`src/rtl/simon_pkg.sv`:
```
// rtl/simon_pkg.sv - shared state encoding, mode LED patterns and sizing helpers
package simon_pkg;

  typedef enum logic [2:0] {
    S_INPUT  = 3'd0,
    S_PB_ON  = 3'd1,
    S_PB_OFF = 3'd2,
    S_REPEAT = 3'd3,
    S_DONE   = 3'd4
  } state_t;

  localparam logic [2:0] MODE_LEDS_INPUT  = 3'b001;
  localparam logic [2:0] MODE_LEDS_PB     = 3'b010;
  localparam logic [2:0] MODE_LEDS_REPEAT = 3'b100;
  localparam logic [2:0] MODE_LEDS_DONE   = 3'b111;

  // Width of a player index; a single bit even for the degenerate cases.
  function automatic int clog2_min1(input int n);
    return (n <= 2) ? 1 : $clog2(n);
  endfunction

  function automatic int max_int(input int a, input int b);
    return (a > b) ? a : b;
  endfunction

endpackage

```
`src/rtl/simon_game_ctrl_if.sv`:
```
// rtl/simon_game_ctrl_if.sv - controller <-> datapath signal bundle
interface simon_game_ctrl_if #(
  parameter int NUM_PLAYERS = 2
);
  localparam int PW = simon_pkg::clog2_min1(NUM_PLAYERS);

  logic          lvl;
  logic          restart;
  logic          legal;
  logic          entry;
  logic          correct;
  logic          more;
  logic          wr;
  logic          seq_ctr_inc;
  logic          seq_ctr_clr;
  logic          pbrd_ctr_inc;
  logic          pbrd_ctr_clr;
  logic          led;
  logic [2:0]    mode_leds;
  logic [PW-1:0] cur_player;
  logic          game_over;
  logic          has_loser;
  logic [PW-1:0] loser;

  modport master (
    input  lvl, restart, legal, entry, correct, more,
    output wr, seq_ctr_inc, seq_ctr_clr, pbrd_ctr_inc, pbrd_ctr_clr,
           led, mode_leds, cur_player, game_over, has_loser, loser
  );

  modport slave (
    output lvl, restart, legal, entry, correct, more,
    input  wr, seq_ctr_inc, seq_ctr_clr, pbrd_ctr_inc, pbrd_ctr_clr,
           led, mode_leds, cur_player, game_over, has_loser, loser
  );

endinterface

```
`src/rtl/simon_timer.sv`:
```
// rtl/simon_timer.sv - loadable down-counter; expire while the count sits at 1
module simon_timer #(
  parameter int WIDTH = 7
) (
  input  logic             clk,
  input  logic             rst,
  input  logic             load,
  input  logic [WIDTH-1:0] value,
  output logic             expire
);

  logic [WIDTH-1:0] cnt;

  always_ff @(posedge clk or negedge rst) begin
    if (!rst) begin
      cnt <= '0;
    end else if (load) begin
      cnt <= value;
    end else if (cnt != '0) begin
      cnt <= cnt - 1'b1;
    end
  end

  // Loading N makes expire fire on the Nth cycle after the load edge.
  assign expire = (cnt == WIDTH'(1));

endmodule

```
`src/rtl/simon_game_ctrl.sv`:
```
// rtl/simon_game_ctrl.sv - multi-player Simon sequencing FSM
// INPUT -> PB_ON/PB_OFF playback -> REPEAT -> INPUT, ending in DONE on loss or full depth.
module simon_game_ctrl
  import simon_pkg::*;
#(
  parameter int NUM_PLAYERS = 2,
  parameter int SEQ_DEPTH   = 16,
  parameter int ON_CYC_SLOW = 4,
  parameter int ON_CYC_FAST = 2,
  parameter int OFF_CYC     = 1,
  parameter int TIMEOUT_CYC = 64
) (
  input logic               clk,
  input logic               rst,
  simon_game_ctrl_if.master bus
);

  localparam int PW   = clog2_min1(NUM_PLAYERS);
  localparam int SW   = $clog2(SEQ_DEPTH + 1);
  localparam int MAXC = max_int(max_int(ON_CYC_SLOW, ON_CYC_FAST), max_int(OFF_CYC, TIMEOUT_CYC));
  localparam int TW   = $clog2(MAXC) + 1;

  state_t          state, state_nxt;
  logic [PW-1:0]   cur_player, player_nxt, loser, loser_nxt;
  logic            has_loser, has_loser_nxt;
  logic [SW-1:0]   seq_len, seq_len_nxt;
  logic            tmr_load, tmr_expire;
  logic [TW-1:0]   tmr_val, on_val;
  logic            wr, seq_inc, seq_clr, pb_inc, pb_clr, led, game_over;
  logic [2:0]      mode_leds;

  simon_timer #(.WIDTH(TW)) u_timer (
    .clk    (clk),
    .rst    (rst),
    .load   (tmr_load),
    .value  (tmr_val),
    .expire (tmr_expire)
  );

  assign on_val = bus.lvl ? TW'(ON_CYC_FAST) : TW'(ON_CYC_SLOW);

  always_ff @(posedge clk or negedge rst) begin
    if (!rst) begin
      state      <= S_INPUT;
      cur_player <= '0;
      seq_len    <= '0;
      loser      <= '0;
      has_loser  <= 1'b0;
    end else begin
      state      <= state_nxt;
      cur_player <= player_nxt;
      seq_len    <= seq_len_nxt;
      loser      <= loser_nxt;
      has_loser  <= has_loser_nxt;
    end
  end

  always_comb begin
    state_nxt     = state;
    player_nxt    = cur_player;
    loser_nxt     = loser;
    has_loser_nxt = has_loser;
    seq_len_nxt   = seq_len;
    tmr_load      = 1'b0;
    tmr_val       = '0;
    wr            = 1'b0;
    seq_inc       = 1'b0;
    seq_clr       = 1'b0;
    pb_inc        = 1'b0;
    pb_clr        = 1'b0;
    led           = 1'b0;
    case (state)
      S_INPUT: begin
        // Gated by rst so the strobes stay low while reset is held.
        if (bus.legal && rst) begin
          wr      = 1'b1;
          seq_inc = 1'b1;
          pb_clr  = 1'b1;
          if (seq_len != SW'(SEQ_DEPTH)) seq_len_nxt = seq_len + 1'b1;
          if (seq_len_nxt == SW'(SEQ_DEPTH)) begin
            state_nxt     = S_DONE;
            has_loser_nxt = 1'b0;
          end else begin
            state_nxt = S_PB_ON;
            tmr_load  = 1'b1;
            tmr_val   = on_val;
          end
        end
      end
      S_PB_ON: begin
        led = 1'b1;
        if (tmr_expire) begin
          state_nxt = S_PB_OFF;
          tmr_load  = 1'b1;
          tmr_val   = TW'(OFF_CYC);
        end
      end
      S_PB_OFF: begin
        if (tmr_expire) begin
          tmr_load = 1'b1;
          if (bus.more) begin
            pb_inc    = 1'b1;
            state_nxt = S_PB_ON;
            tmr_val   = on_val;
          end else begin
            pb_clr     = 1'b1;
            state_nxt  = S_REPEAT;
            tmr_val    = TW'(TIMEOUT_CYC);
            player_nxt = (cur_player == PW'(NUM_PLAYERS - 1)) ? '0 : cur_player + 1'b1;
          end
        end
      end
      S_REPEAT: begin
        // A press on the expiry cycle wins over the timeout.
        if (bus.entry) begin
          if (!bus.correct) begin
            state_nxt     = S_DONE;
            has_loser_nxt = 1'b1;
            loser_nxt     = cur_player;
          end else if (bus.more) begin
            pb_inc   = 1'b1;
            tmr_load = 1'b1;
            tmr_val  = TW'(TIMEOUT_CYC);
          end else begin
            state_nxt = S_INPUT;
          end
        end else if (tmr_expire) begin
          state_nxt     = S_DONE;
          has_loser_nxt = 1'b1;
          loser_nxt     = cur_player;
        end
      end
      S_DONE: begin
        led = 1'b1;
        if (bus.restart) begin
          seq_clr       = 1'b1;
          pb_clr        = 1'b1;
          player_nxt    = '0;
          has_loser_nxt = 1'b0;
          seq_len_nxt   = '0;
          state_nxt     = S_INPUT;
        end
      end
      default: state_nxt = S_INPUT;
    endcase
  end

  always_comb begin
    game_over = 1'b0;
    case (state)
      S_PB_ON, S_PB_OFF: mode_leds = MODE_LEDS_PB;
      S_REPEAT:          mode_leds = MODE_LEDS_REPEAT;
      S_DONE: begin
        mode_leds = MODE_LEDS_DONE;
        game_over = 1'b1;
      end
      default:           mode_leds = MODE_LEDS_INPUT;
    endcase
  end

  assign bus.wr           = wr;
  assign bus.seq_ctr_inc  = seq_inc;
  assign bus.seq_ctr_clr  = seq_clr;
  assign bus.pbrd_ctr_inc = pb_inc;
  assign bus.pbrd_ctr_clr = pb_clr;
  assign bus.led          = led;
  assign bus.mode_leds    = mode_leds;
  assign bus.cur_player   = cur_player;
  assign bus.game_over    = game_over;
  assign bus.has_loser    = has_loser;
  assign bus.loser        = loser;

endmodule

```
`src/flat_wrapper.sv`:
```
// flat-port wrapper written by rule: the top's interface ports become plain ports
module simon_game_ctrl_flat import simon_pkg::*;
#(
  parameter int NUM_PLAYERS = 2,
  parameter int SEQ_DEPTH   = 16,
  parameter int ON_CYC_SLOW = 4,
  parameter int ON_CYC_FAST = 2,
  parameter int OFF_CYC     = 1,
  parameter int TIMEOUT_CYC = 64
)
  (clk, rst, bus_lvl, bus_restart, bus_legal, bus_entry, bus_correct, bus_more, bus_wr, bus_seq_ctr_inc, bus_seq_ctr_clr, bus_pbrd_ctr_inc, bus_pbrd_ctr_clr, bus_led, bus_mode_leds, bus_cur_player, bus_game_over, bus_has_loser, bus_loser);
  simon_game_ctrl_if #(.NUM_PLAYERS(NUM_PLAYERS)) bus_i ();
  input logic clk;
  input logic rst;
  input wire logic [$bits(bus_i.lvl)-1:0] bus_lvl;
  input wire logic [$bits(bus_i.restart)-1:0] bus_restart;
  input wire logic [$bits(bus_i.legal)-1:0] bus_legal;
  input wire logic [$bits(bus_i.entry)-1:0] bus_entry;
  input wire logic [$bits(bus_i.correct)-1:0] bus_correct;
  input wire logic [$bits(bus_i.more)-1:0] bus_more;
  output wire logic [$bits(bus_i.wr)-1:0] bus_wr;
  output wire logic [$bits(bus_i.seq_ctr_inc)-1:0] bus_seq_ctr_inc;
  output wire logic [$bits(bus_i.seq_ctr_clr)-1:0] bus_seq_ctr_clr;
  output wire logic [$bits(bus_i.pbrd_ctr_inc)-1:0] bus_pbrd_ctr_inc;
  output wire logic [$bits(bus_i.pbrd_ctr_clr)-1:0] bus_pbrd_ctr_clr;
  output wire logic [$bits(bus_i.led)-1:0] bus_led;
  output wire logic [$bits(bus_i.mode_leds)-1:0] bus_mode_leds;
  output wire logic [$bits(bus_i.cur_player)-1:0] bus_cur_player;
  output wire logic [$bits(bus_i.game_over)-1:0] bus_game_over;
  output wire logic [$bits(bus_i.has_loser)-1:0] bus_has_loser;
  output wire logic [$bits(bus_i.loser)-1:0] bus_loser;
  assign bus_i.lvl = bus_lvl;
  assign bus_i.restart = bus_restart;
  assign bus_i.legal = bus_legal;
  assign bus_i.entry = bus_entry;
  assign bus_i.correct = bus_correct;
  assign bus_i.more = bus_more;
  assign bus_wr = bus_i.wr;
  assign bus_seq_ctr_inc = bus_i.seq_ctr_inc;
  assign bus_seq_ctr_clr = bus_i.seq_ctr_clr;
  assign bus_pbrd_ctr_inc = bus_i.pbrd_ctr_inc;
  assign bus_pbrd_ctr_clr = bus_i.pbrd_ctr_clr;
  assign bus_led = bus_i.led;
  assign bus_mode_leds = bus_i.mode_leds;
  assign bus_cur_player = bus_i.cur_player;
  assign bus_game_over = bus_i.game_over;
  assign bus_has_loser = bus_i.has_loser;
  assign bus_loser = bus_i.loser;
  simon_game_ctrl #(.NUM_PLAYERS(NUM_PLAYERS), .SEQ_DEPTH(SEQ_DEPTH), .ON_CYC_SLOW(ON_CYC_SLOW), .ON_CYC_FAST(ON_CYC_FAST), .OFF_CYC(OFF_CYC), .TIMEOUT_CYC(TIMEOUT_CYC)) u_core (.clk(clk), .rst(rst), .bus(bus_i));
endmodule
```
`config.mk`:
```
export PLATFORM = sky130hd
export DESIGN_NAME = simon_game_ctrl_flat
export DESIGN_NICKNAME = d
export VERILOG_FILES = /design/src/rtl/simon_pkg.sv /design/src/rtl/simon_game_ctrl_if.sv /design/src/rtl/simon_timer.sv /design/src/rtl/simon_game_ctrl.sv /design/src/flat_wrapper.sv
export SDC_FILE = /design/constraint.sdc
export NUM_CORES = 1
export LEC_CHECK = 0
export ABC_CLOCK_PERIOD_IN_PS = 3700
export CORE_MARGIN = 8
export CORE_UTILIZATION = 56
export CTS_BUF_LIST = sky130_fd_sc_hd__clkbuf_16
export DETAILED_ROUTE_END_ITERATION = 8
export GPL_TIMING_DRIVEN = 0
export HOLD_SLACK_MARGIN = 0.05
export PLACE_DENSITY = 0.83
export SLEW_MARGIN = 20
export SYNTH_ARGS = -nofsm -noshare
export SYNTH_HDL_FRONTEND = slang
export SYNTH_SLANG_ARGS = --single-unit
```
`constraint.sdc`:
```
create_clock -name clk -period 3.7 [get_ports clk]
set_clock_uncertainty 0.05 [all_clocks]
set_input_delay 0.37 -clock clk [delete_from_list [all_inputs] [get_ports clk]]
set_output_delay 0.37 -clock clk [all_outputs]
set_load 0.02 [all_outputs]
```
==> impl_metrics.json, run 1 <==
{
  "status": "complete, no violations",
  "ys_seq_area_share_pct": 36.00,
  "die_x_um": 63.27,
  "io_buffers": 20,
  "cts_tree": "done",
  "drt-vias-per-instance": 5.824,
  "synth.distinct_cells": 48,
  "yosys_most_used_dff": "dfrtp_1",
  "die-area_sq_mm": 0.004003,
  "p_leak_nw": 0.7013,
  "grtUsageMet1_pct": 17.10,
  "grt_first_pass_wirelength_um": 4981,
  "clk_pin_slew_worst_paths_ns": 0.05,
  "p_switching_mw": 0.5621,
  "synth.area.top_cells": "dfrtp_1 36%, ha_1 4.0%, o21ai_0 3.6%",
  "mostFrequentLayoutCell": "clkdlybuf4s50_1",
  "async_reset_ff_share_pct": 100.0,
  "maxCapViolCount": 0,
  "p_clk_share_pct": 16.2,
  "final_hold_viol_count": 0,
  "worst_slew_pin_slew_ns": 0.8577,
  "grt_pass1_vias": 1121,
  "syn_nets": 143,
  "synth-edff-count": 0,
  "postRouteAntennaNets": 0,
  "post_cts_buffers": 0,
  "nFillCells": 173,
  "cts_made_buffers": 3,
  "setup_viol": 0,
  "antenna_cells": 0,
  "cellPowerDensity_mw_per_mm2": 851.6,
  "wire_per_inst_um": 15.17,
  "swShare_pct": 42.20,
  "num-nets-final": 168,
  "seq_power_share_pct": 28.3,
  "fin_crit_sh_pct": 82.13,
  "root_buffer": "clkbuf_16",
  "fin_tns_setup_ns": 0,
  "placedCellCount": 179,
  "synth_seq_cells": 18,
  "required_ns": 3.28,
  "drive_above_1_share_pct": 15.58,
  "hold_ws_ns": 0.1713,
  "comb_power_share_pct": 55.5,
  "dr.first_iter.drc_count": 24,
  "synth_top_area_share_pct": 36.00,
  "use_met3_pct": 3.887,
  "vias": 1060,
  "endpoint_kind": "output pin",
  "drc": 0,
  "setup_slack_ns": 0.6610,
  "post-dp-hpwl_um": 2021,
  "synth_top_area_cell": "dfrtp_1",
  "ir_drop_mv": 0.7733,
  "ios": 21,
  "use_met2_pct": 25.74,
  "busiest_layer": "met2",
  "worstPathArrival_ns": 2.62,
  "htreeDepth": 1,
  "clock-sinks": 18,
  "fp.dieH_um": 63.27,
  "pre_cts_ws_ns": 0.2339,
  "crit_path_start_kind": "primary input",
  "slew-limit-headroom_pct": 42.73,
  "drt-pass1-iter-count": 4,
  "core_area_sq_mm": 0.002170,
  "grt_usage_pct": 14.98,
  "grt-ovfl-total": 0,
  "fmax_ghz": 0.3291,
  "rsz0062_at_grt": "false",
  "gp_congestion": 0.8519,
  "placementRows": 17,
  "synth_area_per_cell_sq_um": 9.551,
  "cts_max_path_buffers": 2,
  "start_util_pct": 57.67,
  "clkLatencyLatePin_ns": 0.25,
  "timing.hold.worst.class": "in2async",
  "mostFrequentLayoutCells": "19 x clkdlybuf4s50_1, 18 x dfrtp_1, 10 x inv_1, 10 x nor2_1",
  "crit_type": "in2out",
  "syn_area_sq_mm": 0.001251,
  "grt_max_degree": 20,
  "reg2regPathDepth": 7,
  "syn_inst": 131,
  "area_growth_pct": 25.00,
  "grt_antenna_before_repair": 0,
  "drv_slew": 0,
  "critical_path.max_fanout": 19,
  "yosysWarnings": 0,
  "internal_power_mw": 0.7698,
  "wirelength_um": 2761,
  "period_minus_slack_ns": 3.039,
  "r2r_slack_ns": 1.65,
  "finalNonFillerCells": 182
}
## cell usage after synthesis, types with 3 or more instances
cell     count
dfrtp_1     18
inv_1       10
nor2_1      10
nand2_1      9
o21ai_0      9
nand3_1      6
xnor2_1      5
ha_1         4
nor3_1       4
a21oi_1      3
o31ai_1      3
xor2_1       3
## registers in the layout, summed over array words and instances (netlist names)
signal and flops:
u_core.bus.cur_player 1, u_core.bus.has_loser 1, u_core.bus.loser 1, u_core.seq_len 5, u_core.state 3, u_core.u_timer.cnt 7
## metal layers
metal | vias to the layer above | routed length, um
met3 | 5 | 157
met2 | 29 | 1311
li1 | 514 | -
met5 | - | 0
met4 | 0 | 40
met1 | 512 | 1252
## per-stage QoR
step           utilization [%]  power (mW)  cell area (sq um)
2_1_floorplan                -      0.8965               1251
3_3_place_gp             68.51       1.082               1486
3_5_place_dp             68.51       1.105               1486
4_1_cts                  71.97       1.335               1562
5_1_grt                  72.09       1.436               1564
6_report                 72.09       1.332               1564
## repair_timing
item	CTS	global route
endpoints found under the setup margin	0	1
hold buffers	0	0
resized for setup	0	1
## path summary, 6_finish.rpt
check	startpoint	end
min	rst	u_core.seq_len[0]
max in group asynchronous	rst	u_core.bus.loser
min in group clk	u_core.bus.cur_player	u_core.bus.cur_player
max reg2reg	u_core.u_timer.cnt[1]	u_core.u_timer.cnt[5]
max	rst	bus_pbrd_ctr_clr
min reg2reg	u_core.bus.cur_player	u_core.bus.cur_player
## critical path: stages
cell             delay (ns)
dlymetal6s2s_1         0.64
nand3b_1               0.21
or3_1                  0.34
buf_2                  0.17
clkinv_2               0.11
nor2_2                 0.09
nand2_1                0.07
clkdlybuf4s50_1        0.61
## cell families (layout without fill, tap and decap cells)
kind of cell,count (synthesis),after routing,share of synthesized area [%]
XOR/XNOR,9,9,6.901
adder cells (fa/ha/maj),4,4,4.000
flip-flops,18,18,36.00
multiplexers,2,2,1.700
buffers and inverters,16,39,6.600
AO/OA/AOI/OAI,31,31,20.20
AND/OR/NAND/NOR,51,51,24.60
## power by group through the flow
stage               Combinational (mW)  Clock (mW)  Sequential [mW]
finish                           0.740       0.215            0.377
global route                     0.820       0.227            0.389
CTS                              0.743       0.217            0.375
detailed placement               0.729           0            0.376
global placement                 0.711           0            0.371
floorplan                        0.530           0            0.366
## layout make-up
class                      count  area, sq um  share of cell area (%)
buffer                         5        40.04                   2.560
clock buffer                   3        75.07                   4.800
inverter                      11        42.54                   2.720
multi-input combinational     97        718.2                   45.92
sequential                    18        450.4                   28.80
tap                           28        35.03                   2.240
timing repair buffer          20        202.7                   12.96
Note: power is estimated with default switching activity, not from simulation.
==> run 2: changes to the inputs <==
--- a/config.mk
+++ b/config.mk
@@ -5,14 +5,14 @@
 export SDC_FILE = /design/constraint.sdc
 export NUM_CORES = 1
 export LEC_CHECK = 0
-export ABC_CLOCK_PERIOD_IN_PS = 3700
+export ABC_CLOCK_PERIOD_IN_PS = 2800
 export CORE_MARGIN = 8
-export CORE_UTILIZATION = 56
+export CORE_UTILIZATION = 52
 export CTS_BUF_LIST = sky130_fd_sc_hd__clkbuf_16
 export DETAILED_ROUTE_END_ITERATION = 8
 export GPL_TIMING_DRIVEN = 0
 export HOLD_SLACK_MARGIN = 0.05
-export PLACE_DENSITY = 0.83
+export PLACE_DENSITY = 0.78
 export SLEW_MARGIN = 20
 export SYNTH_ARGS = -nofsm -noshare
 export SYNTH_HDL_FRONTEND = slang
==> constraint.sdc (replaced) <==
create_clock -name clk -period 2.8 [get_ports clk]
set_clock_uncertainty 0.05 [all_clocks]
set_input_delay 0.28 -clock clk [delete_from_list [all_inputs] [get_ports clk]]
set_output_delay 0.28 -clock clk [all_outputs]
set_load 0.02 [all_outputs]
==> impl_metrics.json, run 2 (synthesis gave the netlist of run 1 again) <==
{
  "finalNonFillerCells": 185,
  "crit_type": "reg2out",
  "cts_tree": "done",
  "die-area_sq_mm": 0.004232,
  "p_leak_nw": 0.7029,
  "r2r_slack_ns": 0.75,
  "antenna_cells": 0,
  "largestRegisters": "u_core.u_timer.cnt: 7 flops, u_core.seq_len: 5 flops, u_core.state: 3 flops",
  "start_util_pct": 55.49,
  "htreeDepth": 1,
  "post_cts_buffers": 0,
  "drt-pass1-iter-count": 4,
  "post-dp-hpwl_um": 2140,
  "wirelength_um": 2789,
  "ios": 21,
  "grt_pass1_vias": 1112,
  "fin_tns_setup_ns": 0,
  "hold_ws_ns": 0.4403,
  "r2r-start": "u_core.seq_len[0]",
  "critical_path.max_fanout": 5,
  "grt_usage_pct": 14.74,
  "cpPeakStageDelay_ns": 0.61,
  "dpl-instance-area_sq_mm": 0.001486,
  "num-nets-final": 170,
  "cp_slowest_cell": "clkdlybuf4s50_1",
  "critPathLaunch": "u_core.u_timer.cnt[5]",
  "crit_chain": "nor3_2, and3_4, nand4b_1, nand2_1, clkdlybuf4s50_1",
  "endpoint_kind": "output pin",
  "wire_per_inst_um": 15.08,
  "grt_max_degree": 11,
  "timing.hold.worst.class": "reg2reg",
  "drive_above_1_share_pct": 15.92,
  "grt_antenna_before_repair": 0,
  "largest_reg_flops": 7,
  "drt-vias-per-instance": 5.676,
  "slew-limit-headroom_pct": 69.18,
  "grt_first_pass_wirelength_um": 5057,
  "cp.buffers_inverters": 1,
  "fin_crit_sh_pct": 89.64,
  "cp.depth": 5,
  "io_buffers": 20,
  "rsz0062_at_grt": "false",
  "ir_drop_mv": 0.8521,
  "worstPathArrival_ns": 2.18,
  "gp_congestion": 0.8503,
  "clkLatencyLatePin_ns": 0.25,
  "clock-sinks": 18,
  "dr.first_iter.drc_count": 28,
  "fp.dieH_um": 65.05,
  "crit_path_start_kind": "flip-flop",
  "vias": 1050,
  "worst_slew_pin_slew_ns": 0.4563,
  "period_minus_slack_ns": 2.510,
  "crit_end": "bus_pbrd_ctr_clr",
  "stdcell_area_sq_mm": 0.001587,
  "postRouteAntennaNets": 0,
  "cellPowerDensity_mw_per_mm2": 1108,
  "core_area_sq_mm": 0.002255,
  "die_x_um": 65.05,
  "r2r_end": "u_core.u_timer.cnt[2]",
  "clk_pin_slew_worst_paths_ns": 0.05,
  "drv_slew": 0,
  "fmax_ghz": 0.3984,
  "cts_made_buffers": 3,
  "final_hold_viol_count": 0,
  "reg2regPathDepth": 7,
  "drc": 0,
  "required_ns": 2.47,
  "crit_family": "simple AND/OR/NAND/NOR gates",
  "mostFrequentLayoutCells": "19 x clkdlybuf4s50_1, 18 x dfrtp_1, 10 x inv_1, 10 x nor2_1",
  "maxCapViolCount": 0,
  "regMostFlops": "u_core.u_timer.cnt",
  "status": "complete, no violations",
  "setup_viol": 0,
  "area_growth_pct": 26.80,
  "placementRows": 17,
  "cts_max_path_buffers": 2,
  "grt-ovfl-total": 0,
  "root_buffer": "clkbuf_16",
  "mostFrequentLayoutCell": "clkdlybuf4s50_1",
  "placedCellCount": 179
}
## run 2: report_power, final
part	leakage [nW]	internal, mW	switching, mW
Clock	0.0385	0.190	0.0988
Combinational	0.436	0.459	0.515
Sequential	0.228	0.371	0.123
Total	0.703	1.02	0.738
## run 2: layer usage
| metal | up-vias | share of wire, % | global-route usage (%) |
|---|---|---|---|
| met4 | 0 | 2.7 | 6.540 |
| met3 | 9 | 5.9 | 5.155 |
| met1 | 496 | 44 | 17.79 |
| met2 | 26 | 47 | 23.11 |
| li1 | 519 | - | - |
| met5 | - | 0 | 0 |
## run 2: area by class of cell
cell class | instances | area [sq um]
timing repair buffer | 22 | 221.5
sequential | 18 | 450.4
fill | 181 | 668.1
clock inverter | 1 | 3.754
buffer | 5 | 40.04
clock buffer | 3 | 75.07
inverter | 11 | 42.54
tap | 28 | 35.03
multi-input combinational | 97 | 718.2
## run 2: worst min-delay path by stage
| stage | end | slack, ns | startpoint | cells past startpoint |
|---|---|---|---|---|
| 4_1_cts | u_core.bus.loser | 0.45 | u_core.bus.loser | 1 |
| 2_1_floorplan | u_core.bus.cur_player | -0.07 | rst | 0 |
| 5_1_grt | u_core.bus.loser | 0.46 | u_core.bus.loser | 1 |
| 6_report | u_core.bus.loser | 0.44 | u_core.bus.loser | 1 |
| 3_3_place_gp | u_core.bus.loser | 0.42 | u_core.bus.loser | 1 |
| 3_5_place_dp | u_core.bus.loser | 0.43 | u_core.bus.loser | 1 |
## run 2: stage by stage
stage	utilization, %	total power, mW	setup slack [ns]
2_1_floorplan	-	1.185	0.9514
3_3_place_gp	65.93	1.430	-0.4439
3_5_place_dp	65.93	1.471	-0.4742
4_1_cts	70.37	1.772	0.2794
5_1_grt	70.37	1.909	0.1571
6_report	70.37	1.758	0.2901
## run 2: what timing repair did
| item | CTS | global route |
|---|---|---|
| gates resized for setup | 3 | 0 |
| endpoints found under the setup margin | 3 | 0 |
| hold buffers | 2 | 0 |
| hold endpoints to repair | 10 | 0 |
